## src/rtl/vc_credit_counter_pkg.sv

```systemverilog
// Shared router definitions for the VC credit tracker: default sizing, width helper,
// credit limit and the counter type.
package vc_credit_counter_pkg;

  localparam int VC_NUM_DEF = 4;
  localparam int DEPTH_DEF  = 4;

  function automatic int clog2(input int n);
    int r;
    r = 0;
    for (int unsigned i = 0; i < 31; i++) begin
      if ((32'sd1 <<< i) < n) r = int'(i) + 1;
    end
    return r;
  endfunction

  localparam int CRED_MAX = DEPTH_DEF;
  localparam int CW_DEF   = clog2(CRED_MAX + 1);

  typedef logic [CW_DEF-1:0] cred_cnt_t;

endpackage

```

## src/rtl/vc_credit_slice.sv

```systemverilog
// One VC's credit counter: cnt + credit_in - flit_sent via 3:2 carry-save compression
// and a carry-propagate add, with saturation and sticky error flags.
module vc_credit_slice
  import vc_credit_counter_pkg::*;
#(
  parameter int DEPTH = DEPTH_DEF,
  parameter int CW    = clog2(DEPTH + 1)
) (
  input  logic          clk,
  input  logic          rst,
  input  logic          credit_in,
  input  logic          flit_sent,
  output logic [CW-1:0] cnt,
  output logic          err_ovf,
  output logic          err_udf
);

  logic [CW-1:0] x, y, c, s, co, sum;
  logic          ovf, udf;

  // flit_sent contributes all-ones, i.e. -1 in two's complement
  always_comb begin
    x   = cnt;
    y   = CW'(credit_in);
    c   = {CW{flit_sent}};
    s   = x ^ y ^ c;
    co  = (x & y) | (x & c) | (y & c);
    sum = s + (co << 1);
  end

  // Saturation is judged on the registered count, so the wrapped sum is never written
  always_comb begin
    ovf = credit_in & ~flit_sent & (cnt == CW'(DEPTH));
    udf = ~credit_in & flit_sent & (cnt == '0);
  end

  always_ff @(posedge clk or posedge rst) begin
    if (rst) begin
      cnt     <= CW'(DEPTH);
      err_ovf <= 1'b0;
      err_udf <= 1'b0;
    end else begin
      if (!(ovf | udf)) cnt <= sum;
      if (ovf) err_ovf <= 1'b1;
      if (udf) err_udf <= 1'b1;
    end
  end

endmodule

```

## src/rtl/vc_credit_counter.sv

```systemverilog
// Per-VC downstream credit tracker for the router output port.
// Optional CREDIT_BYPASS_EN: a credit returned this cycle also raises credit_avail.
module vc_credit_counter
  import vc_credit_counter_pkg::*;
#(
  parameter int  VC_NUM = VC_NUM_DEF,
  parameter int  DEPTH  = DEPTH_DEF,
  localparam int CW     = clog2(DEPTH + 1)
) (
  input  logic                 clk,
  input  logic                 rst,
  input  logic [VC_NUM-1:0]    credit_in,
  input  logic [VC_NUM-1:0]    flit_sent,
  output logic [VC_NUM-1:0]    credit_avail,
  output logic [VC_NUM*CW-1:0] credit_cnt,
  output logic [VC_NUM-1:0]    err_ovf,
  output logic [VC_NUM-1:0]    err_udf
);

  for (genvar v = 0; v < VC_NUM; v++) begin : g_vc
    vc_credit_slice #(
      .DEPTH (DEPTH),
      .CW    (CW)
    ) u_slice (
      .clk       (clk),
      .rst       (rst),
      .credit_in (credit_in[v]),
      .flit_sent (flit_sent[v]),
      .cnt       (credit_cnt[v*CW +: CW]),
      .err_ovf   (err_ovf[v]),
      .err_udf   (err_udf[v])
    );
  end

  always_comb begin
    credit_avail = '0;
    for (int unsigned v = 0; v < VC_NUM; v++) begin
`ifdef CREDIT_BYPASS_EN
      credit_avail[v] = (|credit_cnt[v*CW +: CW]) | credit_in[v];
`else
      credit_avail[v] = |credit_cnt[v*CW +: CW];
`endif
    end
  end

endmodule
```

## config.mk

```make
export PLATFORM = sky130hd
export DESIGN_NAME = vc_credit_counter
export DESIGN_NICKNAME = d
export VERILOG_FILES = /design/src/rtl/vc_credit_counter_pkg.sv /design/src/rtl/vc_credit_slice.sv /design/src/rtl/vc_credit_counter.sv
export SDC_FILE = /design/constraint.sdc
export NUM_CORES = 1
export LEC_CHECK = 0
export CORE_MARGIN = 2
export CORE_UTILIZATION = 30
export DETAILED_ROUTE_END_ITERATION = 8
export GPL_TIMING_DRIVEN = 0
export SYNTH_ARGS = -nofsm -noshare
export SYNTH_HDL_FRONTEND = slang
export SYNTH_SLANG_ARGS = --single-unit
```

## constraint.sdc

```tcl
create_clock -name clk -period 1.9 [get_ports clk]
set_clock_uncertainty 0.2 [all_clocks]
set_input_delay 0.19 -clock clk [delete_from_list [all_inputs] [get_ports clk]]
set_output_delay 0.19 -clock clk [all_outputs]
set_load 0.02 [all_outputs]
```

==> results of run 1 <==
==> power by group <==
group	total (uW)	internal [uW]	switching, uW
combinational	1890	1020	872
sequential	908	680	228
clock	316	184	132
==> cells by family after synthesis <==
kind of cell	count (synthesis)	share of synthesized area (%)
AO/OA/AOI/OAI	22	12.3
XOR/XNOR	8	5.57
adder cells (fa/ha/maj)	12	14.3
buffers and inverters	14	6.56
flip-flops	20	40.2
multiplexers	1	0.795
AND/OR/NAND/NOR	38	20.3
==> per-stage QoR <==
stage / setup slack [ns] / area, um^2
finish: -0.0529 / 1850
global route: -0.111 / 1850
CTS: -0.125 / 1720
detailed placement: -0.501 / 1660
global placement: -0.470 / 1660
floorplan: -0.105 / 1270
==> path summary, 6_finish.rpt <==
kind	start	end	slack, ns	depth (start not counted)
setup / recovery	g_vc[3].u_slice.cnt[0]	g_vc[3].u_slice.cnt[2]	-0.05	5
max in group asynchronous	rst	g_vc[3].u_slice.cnt[1]	0.77	2
hold reg to reg	g_vc[2].u_slice.err_ovf	g_vc[2].u_slice.err_ovf	0.26	1
hold / removal	credit_in[0]	g_vc[0].u_slice.err_udf	0.14	2
setup reg to reg	g_vc[3].u_slice.cnt[0]	g_vc[3].u_slice.cnt[2]	-0.05	5
min in group asynchronous	rst	g_vc[1].u_slice.err_ovf	0.19	2
==> worst reg2reg max path: stages (launching register included) <==
cell      delay (ns)
dfrtp_2         0.43
fa_2            0.36
ha_4            0.18
xor2_2          0.15
or4b_4          0.48
o211ai_2        0.08
==> placed cells by master (no fill, tap or decap), drive strengths merged, types with 3 or more instances in the layout <==
cell,netlist,final
inv,6,6
a21o,6,6
dlymetal6s2s,0,5
nor3b,7,7
or3,5,5
o211ai,4,4
xnor2,3,3
fa,4,4
and2,7,7
ha,8,8
buf,8,16
dfstp,4,4
clkbuf,0,6
and3b,3,3
o21ai,5,5
clkdlybuf4s50,0,18
nor2,5,5
xor2,5,5
dfrtp,16,16
dlygate4sd2,0,7
==> sequential cells by signal, indices dropped and copies added (netlist names) <==
register              flops
g_vc.u_slice.err_udf      4
g_vc.u_slice.cnt         12
g_vc.u_slice.err_ovf      4
==> cell type report <==
| class | count | area, um^2 |
|---|---|---|
| inverter | 6 | 22.5 |
| buffer | 8 | 60.1 |
| tap | 50 | 62.6 |
| multi-input combinational | 81 | 753 |
| clock buffer | 4 | 55.1 |
| fill | 375 | 2180 |
| timing repair buffer | 41 | 384 |
| sequential | 20 | 512 |
==> layer usage <==
| layer | vias to the layer above | routed length [um] | share of wire, % |
|---|---|---|---|
| li1 | 484 | - | - |
| met1 | 479 | 1090 | 42 |
| met2 | 17 | 1370 | 53 |
| met3 | 2 | 83 | 3.2 |
| met4 | 0 | 28 | 1.1 |
| met5 | - | 0 | 0 |
==> synth_stat cells (all sizes together) <==
master   instances  area [um^2]
nand3b           1         7.51
or3b             1         8.76
or3              5         31.3
nor3             1         10.0
dfstp            4          105
and3b            3         26.3
a21o             6         45.0
xnor2            3         26.3
or4b             1         10.0
o31ai            2         15.0
dfrtp           16          400
o21ai            5         25.0
nand3            2         10.0
nor2             5         18.8
nand2b           2         12.5
o211ai           4         35.0
buf              8         60.1
and2             7         43.8
o2bb2ai          1         8.76
o2111ai          1         8.76
xor2             5         43.8
mux2i            1         10.0
a21oi            2         10.0
fa               4         80.1
or2              1         6.26
nor2b            2         12.5
nor3b            7         57.6
ha               8          100
o21bai           1         7.51
inv              6         22.5
==> timing repair <==
item | in CTS | in global routing
pin swaps | 1 | 2
endpoints found under the setup margin | 7 | 8
setup buffers | 1 | 7
gates resized for setup | 12 | 23
==> flow_metrics.tcl, run 1 <==
set metrics [dict create \
    worstPathArrival_ns 1.94 \
    fin_tns_setup_ns -0.0529 \
    synth-seq-cells 20 \
    core-area_mm2 0.00403 \
    max_slew_margin_pct 47.8 \
    path_max_fanout 3 \
    violations "negative setup slack" \
    finalCriticalPeriod_ns 1.95 \
    drt-pass1-iter-count 4 \
    clk_pin_slew_ns 0.07 \
    finalCritPeriodShare_pct 103 \
    num_antenna_cells 0 \
    ant_nets 0 \
    path_cells "fa_2 > ha_4 > xor2_2 > or4b_4 > o211ai_2" \
    cts_hold_buf 0 \
    grt_use_total_pct 11.9 \
    power.leakage_uw 0.000811 \
    drt_iter0_drc 10 \
    rows 23 \
    maxSlewViolCount 0 \
    hold_viol 0 \
    final_cells 210 \
    worstSkewPairLatency_ns 0.25 \
    post-dp-hpwl_mm 1.92 \
    io_pins 34 \
    syn2layout_area_growth_pct 46.9 \
    place_inst 198 \
    grt_use_met3_pct 1.30 \
    netlist_instances 115 \
    cp_top_family "adder cells" \
    critPathKind "register to register" \
    max-vdd-ir-drop_mv 0.593 \
    nets 183 \
    grt_use_met2_pct 21.0 \
    die_x_um 68.8 \
    cp_slowest_stage_delay_ns 0.48 \
    setup_violations 1 \
    vias_per_cell 4.68 \
    grt_use_met1_pct 14.4 \
    worst_slack_ns -0.0529 \
    hold_slack_ns 0.135 \
    die_area_mm2 0.00473 \
    start_util_pct 31.2 \
    gp_congestion 0.837 \
    maxCapViolCount 0 \
    status "finished, violations left" \
    synth_nets 137 \
    cts_buffers 3 \
    grt_max_degree 21 \
    cpMaxStageDelayCell "or4b_4" \
    end_kind "register" \
    final_util_pct 45.9 \
    grt_antenna_before_repair 0 \
    vias 982 \
    busiest_layer "met2" \
    max_freq_ghz 0.512 \
    yosysSeqAreaShare_pct 40.2 \
    grt_pass1_wl_mm 4.26 \
    clockBufferDepth 2 \
    htreeDepth 1 \
    rsz0062_at_grt "true" \
    drive_gt1_share_pct 28.7 \
    clock-sinks 20 \
    hold_path.class "input port to register" \
    cts_tree "yes" \
    portBuffers 33 \
    syn_area_mm2 0.00126 \
    crit_required_ns 1.88 \
    ys_types 33 \
    tightest_slew_ns 0.782 \
    p_total_uw 3120 \
    die_y_um 68.8 \
    syn_avg_cell_area_um2 10.9 \
    routed_wl_mm 2.57 \
    drc 0 \
    crit_buf_inv 0 \
    startpoint_type "register" \
    cts_root_buf "clkbuf_8" \
    ys_warn_count 0 \
    powerDensity_mw_per_mm2 1690 \
    grt_pass1_vias 993 \
    overflow 0 \
    avgRoutedWirePerCell_um 12.2 \
]
Power figures use the tool's default switching activity.
==> run 2, diff against run 1 <==
--- a/config.mk
+++ b/config.mk
@@ -5,7 +5,6 @@
 export SDC_FILE = /design/constraint.sdc
 export NUM_CORES = 1
 export LEC_CHECK = 0
-export CORE_MARGIN = 2
 export CORE_UTILIZATION = 30
 export DETAILED_ROUTE_END_ITERATION = 8
 export GPL_TIMING_DRIVEN = 0
==> run 2 against run 1 <==
The flow still finishes with violations (negative setup slack). Maximum frequency rose by 0.14%. Combinational power is 11% lower. Register-to-register slack barely moved. Count of clock-buffer cells in the layout decreased by 1. Utilization decreased by 1.7 points. Worst setup slack improved by 0.0027 ns. Total power is 2.9% lower. Sequential share of layout area up 1.1 points. Non-clock buffer count down 7. Via count down 3.0%. Final area fell by 4.4%.
==> flow_metrics.tcl, run 2 (synthesized netlist as in run 1, its figures left out) <==
set metrics [dict create \
    setup_violations 1 \
    holdPathEnd "g_vc[0].u_slice.err_udf" \
    regMostFlops "g_vc.u_slice.cnt" \
    worstSkewPairLatency_ns 0.26 \
    routed_wl_mm 2.42 \
    cts_tree "yes" \
    start_util_pct 31.5 \
    reg_top3 "g_vc.u_slice.cnt: 12 flops, g_vc.u_slice.err_ovf: 4 flops, g_vc.u_slice.err_udf: 4 flops" \
    grt_pass1_wl_mm 4.20 \
    final_cell_mix "clkdlybuf4s50_1 (18), dfrtp_1 (13), buf_4 (9), dlygate4sd2_1 (9), and2_1 (7)" \
    grt_pass1_vias 946 \
    htreeDepth 1 \
    drt-pass1-iter-count 4 \
    die_y_um 66.8 \
    worst_slack_ns -0.0502 \
    ant_nets 0 \
    hold_viol 0 \
    crit_required_ns 1.89 \
    max_freq_ghz 0.513 \
    r2r_start "g_vc[3].u_slice.cnt[0]" \
    reg2reg_depth 5 \
    final_util_pct 44.2 \
    multi_input_area_um2 708 \
    avgRoutedWirePerCell_um 11.9 \
    violations "negative setup slack" \
    status "finished, violations left" \
    largest_reg_flops 12 \
    core-area_mm2 0.00400 \
    fillers 391 \
    finalCriticalPeriod_ns 1.95 \
    rrSetupSlack_ns -0.05 \
    startpoint_type "register" \
    powerDensity_mw_per_mm2 1710 \
    end_kind "register" \
    tightest_slew_ns 0.770 \
    worstPathArrival_ns 1.94 \
    clock-sinks 20 \
    rsz0062_at_grt "true" \
    final_common_cell "clkdlybuf4s50_1" \
    place_inst 198 \
    power.leakage_uw 0.000779 \
    io_pins 34 \
    vias_per_cell 4.69 \
    holdCritStartpoint "credit_in[0]" \
    grt_use_total_pct 12.5 \
    drt_iter0_drc 27 \
    syn2layout_area_growth_pct 40.5 \
    dpl-instance-area_mm2 0.00166 \
    gp_congestion 0.748 \
    num_antenna_cells 0 \
    clockBufferDepth 2 \
    path_max_fanout 3 \
    r2r-end "g_vc[3].u_slice.cnt[2]" \
    die_x_um 66.8 \
    regArea_um2 509 \
    nets 176 \
    whs_path_depth 2 \
    grt_max_degree 21 \
    max-vdd-ir-drop_mv 0.719 \
    drive_gt1_share_pct 21.6 \
    cts_buffers 3 \
    cts_root_buf "clkbuf_8" \
    post-dp-hpwl_mm 1.84 \
    drc 0 \
    grt_antenna_before_repair 0 \
    maxCapViolCount 0 \
    overflow 0 \
    vias 953 \
    max_slew_margin_pct 48.6 \
    finalCritPeriodShare_pct 103 \
    final_design_area_no_fill_mm2 0.00177 \
    maxSlewViolCount 0 \
    hold_path.class "input port to register" \
    portBuffers 33 \
    final_cells 203 \
    rows 23 \
    cts_hold_buf 0 \
    critPathKind "register to register" \
    clk_pin_slew_ns 0.07 \
    die_area_mm2 0.00446 \
]
run 2: changes by cell type in the layout (fill, tap and decap cells not counted), sizes merged:
cell and delta:
bufinv +1, buf -7, clkbuf -2, dlygate4sd2 +2, clkdlybuf4s15 -1
run 2: stage by stage:
step / power, uW / setup WS, ns / hold slack [ns] / setup TNS, ns
after global placement: 2560 / -0.463 / 0.243 / -1.49
after CTS: 3060 / -0.0586 / 0.106 / -0.0586
final: 3030 / -0.0502 / 0.108 / -0.0502
after floorplan: 1930 / -0.105 / -0.0493 / -0.105
after detailed placement: 2600 / -0.521 / 0.251 / -1.72
after global routing: 3280 / -0.130 / 0.126 / -0.158
run 2: worst max-delay path by stage:
stage                      startpoint                endpoint  slack [ns]  cells past startpoint
2_1_floorplan  g_vc[3].u_slice.cnt[0]  g_vc[3].u_slice.cnt[2]       -0.11                      5
3_3_place_gp             flit_sent[3]  g_vc[3].u_slice.cnt[2]       -0.46                      6
3_5_place_dp             flit_sent[0]  g_vc[0].u_slice.cnt[2]       -0.52                      8
4_1_cts        g_vc[3].u_slice.cnt[0]  g_vc[3].u_slice.cnt[2]       -0.06                      5
5_1_grt        g_vc[3].u_slice.cnt[0]  g_vc[3].u_slice.cnt[2]       -0.13                      5
6_report       g_vc[3].u_slice.cnt[0]  g_vc[3].u_slice.cnt[2]       -0.05                      5
run 2: critical path, stage by stage (launching register included):
cell and delay (ns):
dfrtp_2 0.41, fa_2 0.32, ha_1 0.21, xor2_1 0.17, or4b_1 0.49, o211ai_2 0.09
run 2: where the power goes:
group / switching, uW / internal [uW]
logic: 805 / 885
clock network: 140 / 281
registers: 240 / 675
run 2: area by class of cell:
cell class,instances,area share [%]
sequential,20,28.8
timing repair buffer,34,18.9
clock buffer,3,2.34
tap,50,3.54
multi-input combinational,81,40.1
clock inverter,1,1.70
buffer,8,3.40
inverter,6,1.27
run 2: routing by layer:
metal,global-route usage [%],vias to the layer above,wire [um]
met1,16.1,461,1120
met5,0,-,0
met4,5.59,0,44
met3,2.05,4,72
met2,20.2,19,1190
li1,-,469,-
run 2: repair_timing:
action,in CTS,in global routing
endpoints found under the setup margin,7,9
pin swaps,1,1
setup buffers,1,0
gates resized for setup,15,9
==> run 3, diff against run 2 <==
--- a/config.mk
+++ b/config.mk
@@ -6,8 +6,10 @@
 export NUM_CORES = 1
 export LEC_CHECK = 0
 export CORE_UTILIZATION = 30
+export CTS_CLUSTER_DIAMETER = 200
 export DETAILED_ROUTE_END_ITERATION = 8
 export GPL_TIMING_DRIVEN = 0
+export HOLD_SLACK_MARGIN = 0.1
 export SYNTH_ARGS = -nofsm -noshare
 export SYNTH_HDL_FRONTEND = slang
 export SYNTH_SLANG_ARGS = --single-unit
==> results of run 3 <==
Same layout as run 2: the final DEF is identical, and so are final timing and power.
